[src/rtl/alu_operand_stage.sv]
// alu_operand_stage: operand-fetch stage feeding alu_32bitex (8-entry regfile, bypass, 1-cycle pipeline register)
// Ports: clk/rst_n (async active-low); in_valid/in_ready handshake with in_rs1, in_rs2, in_rd,
// in_use_imm, in_imm, in_operation, in_mode; registered op1, op2, operation, mode, out_rd with
// out_valid/out_ready; writeback wb_en, wb_addr, wb_data.
// Optional: define ALU_OPERAND_SCOREBOARD_EN for a per-register busy scoreboard that blocks hazards.
module alu_operand_stage #(
  parameter int LENGTH = 32,
  parameter int REG_COUNT = 8,
  parameter int ADDR_W = 3
) (
  input  logic              clk,
  input  logic              rst_n,
  input  logic              in_valid,
  output logic              in_ready,
  input  logic [ADDR_W-1:0] in_rs1,
  input  logic [ADDR_W-1:0] in_rs2,
  input  logic [ADDR_W-1:0] in_rd,
  input  logic              in_use_imm,
  input  logic [LENGTH-1:0] in_imm,
  input  logic [2:0]        in_operation,
  input  logic              in_mode,
  output logic [LENGTH-1:0] op1,
  output logic [LENGTH-1:0] op2,
  output logic [2:0]        operation,
  output logic              mode,
  output logic [ADDR_W-1:0] out_rd,
  output logic              out_valid,
  input  logic              out_ready,
  input  logic              wb_en,
  input  logic [ADDR_W-1:0] wb_addr,
  input  logic [LENGTH-1:0] wb_data
);
  logic [LENGTH-1:0] regs [REG_COUNT];
  logic              accept;
  logic              hazard;
  function automatic logic [LENGTH-1:0] read_op(input logic [ADDR_W-1:0] s);
    return s == '0 ? '0 : (wb_en && wb_addr == s) ? wb_data : regs[s];
  endfunction
`ifdef ALU_OPERAND_SCOREBOARD_EN
  logic [REG_COUNT-1:0] busy;
  logic [REG_COUNT-1:0] busy_m;
  logic [REG_COUNT-1:0] one;
  // a writeback this cycle releases its register before the hazard test, so the bypass can be used
  always_comb begin
    one = 1;
    busy_m = busy & ~(wb_en ? one << wb_addr : '0);
    hazard = busy_m[in_rs1] || (!in_use_imm && busy_m[in_rs2]) || busy_m[in_rd];
  end
  always_ff @(posedge clk or negedge rst_n)
    if (!rst_n) busy <= '0;
    else busy <= busy_m | ((accept && in_rd != '0) ? one << in_rd : '0);
`else
  assign hazard = 1'b0;
`endif
  assign in_ready = (!out_valid || out_ready) && !hazard;
  assign accept = in_valid && in_ready;
  always_ff @(posedge clk or negedge rst_n)
    if (!rst_n) begin
      for (int i = 0; i < REG_COUNT; i++) regs[i] <= '0;
    end else if (wb_en && wb_addr != '0) regs[wb_addr] <= wb_data;
  always_ff @(posedge clk or negedge rst_n)
    if (!rst_n) begin
      op1 <= '0;
      op2 <= '0;
      operation <= '0;
      mode <= 1'b0;
      out_rd <= '0;
      out_valid <= 1'b0;
    end else if (accept) begin
      op1 <= read_op(in_rs1);
      op2 <= in_use_imm ? in_imm : read_op(in_rs2);
      operation <= in_operation;
      mode <= in_mode;
      out_rd <= in_rd;
      out_valid <= 1'b1;
    end else if (out_ready) out_valid <= 1'b0;
endmodule

[config.mk]
export PLATFORM = sky130hd
export DESIGN_NAME = alu_operand_stage
export DESIGN_NICKNAME = d
export VERILOG_FILES = /design/src/rtl/alu_operand_stage.sv
export SDC_FILE = /design/constraint.sdc
export NUM_CORES = 1
export LEC_CHECK = 0
export ABC_AREA = 1
export BUFFER_PORTS_ARGS = -buffer_cell sky130_fd_sc_hd__buf_2
export CORE_ASPECT_RATIO = 0.9
export CORE_UTILIZATION = 54
export CTS_CLUSTER_DIAMETER = 80
export DETAILED_ROUTE_END_ITERATION = 12
export GPL_TIMING_DRIVEN = 1
export PLACE_DENSITY = 0.77
export SYNTH_ARGS = -nofsm -noshare
export SYNTH_HDL_FRONTEND = slang
export SYNTH_SLANG_ARGS = --single-unit
[constraint.sdc]
create_clock -name clk -period 1.4 [get_ports clk]
set_clock_uncertainty 0.1 [all_clocks]
set_input_delay 0.07 -clock clk [delete_from_list [all_inputs] [get_ports clk]]
set_output_delay 0.07 -clock clk [all_outputs]
set_load 0.01 [all_outputs]
==> run metrics <==
status complete, but fails checks; violated checks hold timing, setup timing; post-layout power 27.8 mW; layout-stage area growth over the synthesis result 30.2%; count of state elements after synthesis 296; met2 layer wire length in the routed design 28200 µm; Peak Freq 629 MHz; worst reg-to-reg path cell count 9; number of ports placed on the die boundary 159; first-pass GRT wire length 92800 µm; Crit Reg-Reg Startpoint out_valid; mux share of post-synthesis cell area 0; H-Tree Level Count 2; RSZ-0062 raised after global routing true; routability cong. 0.931; Worst Hold Endpoint out_valid; remaining routing DRC violations 0; Hold Fails Final Rpt 1; type of the tightest min-delay check input port to flip-flop; starting density of the core 0.557; required time worst endpoint 1.76 ns; share of final-layout standard cells stronger than drive strength 1 0.175; total clock buffers created by CTS 34; complex-gate fraction of the synthesized area 0.138; xor/xnor cell area share of the yosys netlist 0.00107; final critical-path setup slack -0.189 ns; ANT nets after route 0; die boundary height 167 µm; vias in the first global route 17477; post-route standard cell area excluding fillers 21200 µm²; largest net degree at the start of global routing 60; maximum root-to-sink buffer count 3; main combinational cell family by area after synthesis simple AND/OR/NAND/NOR gates; transition time at the pin with the least slew margin 0.371 ns; Syn Std Cell Area 16300 µm²; number of vias in the routed layout 18415; Crit Path Max Fanout 5; worst-case hold slack -0.0285 ns; distinct cell type count after synthesis 17; CP Data Arrival Time 1.95 ns; top routing layer used met5; area share of fa/ha/maj cells after synthesis 0; number of iterations in the first detailed-routing pass 6; type of origin of the critical path flip-flop; R2R Path End op1[14]; number of hold buffers added after cts 73; leak pwr 11.1 nW; number of maximum-capacitance violations 0; most common library cell in the layout ignoring fill and taps sky130_fd_sc_hd__nand2_1; YS warnings 0; buffers added on ports 158; final setup TNS -8.66 ns; footprint of the multi-input gates 7850 µm²; area fraction in and, or, nand and nor cells after synthesis 0.314; post-DR vias/cell 5.94; number of fill cells 2158; Clock Tree Root sky130_fd_sc_hd__clkbuf_16; Chip Width 185 µm; register area 7410 µm²; final setup violation count 73; violation count after the first detailed-routing iteration 2525; Synthesized Nets 2498; classification of the worst setup path flip-flop to flip-flop; placement-stage worst setup slack -0.143 ns; insertion delay of the later-clocked pin in the worst-skew pair 0.53 ns; sequential area share after synthesis 0.454; share of the clock period used by the worst path 1.13; Worst setup EP type flip-flop; commonest non-fill, non-tap cells in the layout sky130_fd_sc_hd__nand2_1 (893), sky130_fd_sc_hd__dfrtp_1 (296), sky130_fd_sc_hd__o21ai_0 (287), sky130_fd_sc_hd__inv_1 (228), sky130_fd_sc_hd__nand3_1 (161); net total in the final layout 2764; Remaining Overflow, GRT 0; overall global routing resource usage 0.388; core region area 29300 µm²; post-synthesis instance total 2412; Avg Inst Size Synth 6.77 µm²; drt total wl 62500 µm; floorplan row count 59; largest vdd supply drop 0.00106 V; clock sink count 296; antenna violations before repair 2; reg2reg setup slack -0.19 ns; TritonCTS clock tree built; placed inst area 18600 µm²; Hold Crit Start out_ready; post-route met1 wirelength 22300 µm; area enclosed by the die boundary 30900 µm²; Final min period 1.59 ns; max-slew violation total from the final report 0; half-perimeter wire length after placement 36700 µm; worst rel slew slack 0.750; hold depth 6; clock-pin slew on the worst setup and hold paths 0.06 ns; average routed wire per standard cell 20.1 µm; met3 layer wire length in the routed design 8160 µm; Cell Pwr Density 1310 nW/µm²
-- worst max path at each step --
stage	depth (start not counted)	end	startpoint
after detailed placement	9	op2[25]	in_rs2[2]
after CTS	8	op2[11]	out_valid
after floorplan	7	op2[10]	out_valid
after global placement	6	op2[8]	out_valid
after global routing	9	op1[14]	out_valid
final	9	op1[14]	out_valid
-- cells in the mapped netlist --
| master | number | share of area |
|---|---|---|
| sky130_fd_sc_hd__a21oi_1 | 130 | 0.040 |
| sky130_fd_sc_hd__a31oi_1 | 1 | 0.00038 |
| sky130_fd_sc_hd__buf_1 | 21 | 0.0048 |
| sky130_fd_sc_hd__buf_2 | 44 | 0.013 |
| sky130_fd_sc_hd__clkbuf_1 | 90 | 0.021 |
| sky130_fd_sc_hd__dfrtp_1 | 296 | 0.45 |
| sky130_fd_sc_hd__inv_1 | 230 | 0.053 |
| sky130_fd_sc_hd__inv_2 | 6 | 0.0014 |
| sky130_fd_sc_hd__nand2_1 | 907 | 0.21 |
| sky130_fd_sc_hd__nand3_1 | 164 | 0.050 |
| sky130_fd_sc_hd__nand3b_1 | 31 | 0.014 |
| sky130_fd_sc_hd__nor2_1 | 168 | 0.039 |
| sky130_fd_sc_hd__nor2_2 | 2 | 0.00077 |
| sky130_fd_sc_hd__nor3_4 | 1 | 0.0010 |
| sky130_fd_sc_hd__o21ai_0 | 318 | 0.098 |
| sky130_fd_sc_hd__o21ai_1 | 1 | 0.00031 |
| sky130_fd_sc_hd__xor2_1 | 2 | 0.0011 |
-- metrics by stage --
step / util / cells
after CTS: 0.712 / 3092
after detailed placement: 0.633 / 2944
after global routing: 0.725 / 3099
after global placement: 0.633 / 2944
after floorplan: - / 2412
final: 0.725 / 3100
-- per-layer routing --
layer / vias to the layer above / GRT usage
met5: - / 0
met4: 2 / 0.217
met3: 370 / 0.0918
met2: 1413 / 0.600
met1: 8505 / 0.499
li1: 8125 / -
-- sequential cells by signal, indices dropped and copies added, names as in the netlist --
| name | cells |
|---|---|
| out_rd | 3 |
| mode | 1 |
| operation | 3 |
| op1 | 32 |
| op2 | 32 |
| regs | 224 |
| out_valid | 1 |
-- layout make-up --
class	count	area share
inverters	236	0.0419
flip-flops and latches	296	0.349
repair buffers	385	0.162
clock buffers	49	0.0475
well taps	396	0.0233
clock inverters	12	0.00736
diodes	1	0.000118
multi-input cells	1725	0.369
-- critical path: stages (launching register included) --
cell and delay [ns]:
sky130_fd_sc_hd__dfrtp_1 0.39, sky130_fd_sc_hd__nand2_2 0.10, sky130_fd_sc_hd__nand2_4 0.10, sky130_fd_sc_hd__a31oi_4 0.21
sky130_fd_sc_hd__buf_12 0.16, sky130_fd_sc_hd__buf_12 0.14, sky130_fd_sc_hd__o21ai_2 0.07, sky130_fd_sc_hd__inv_1 0.07
sky130_fd_sc_hd__nand2_1 0.09, sky130_fd_sc_hd__nand2_1 0.08
-- kinds of logic (layout without fill, tap and decap cells) --
logic type | Yosys count | after routing
AOI/OAI and AO/OA | 450 | 450
xor gates and xnor gates | 2 | 2
buffers and inverters | 391 | 682
DFF | 296 | 296
other | 0 | 1
and+or+nand+nor | 1273 | 1273
-- power breakdown --
group	total, mW	internal (mW)	switching, mW
sequential	11.5	10.2	1.32
clock	9.29	5.59	3.69
combinational	6.97	2.75	4.22
-- what timing repair did --
action / in CTS / in global routing
resized for setup: 86 / 65
setup endpoints to repair: 70 / 72
setup buffers: 9 / 2
endpoints found under the hold margin: 581 / 1
cloned: 5 / 6
pin swaps: 4 / 15
(Power assumes the default switching activity.)
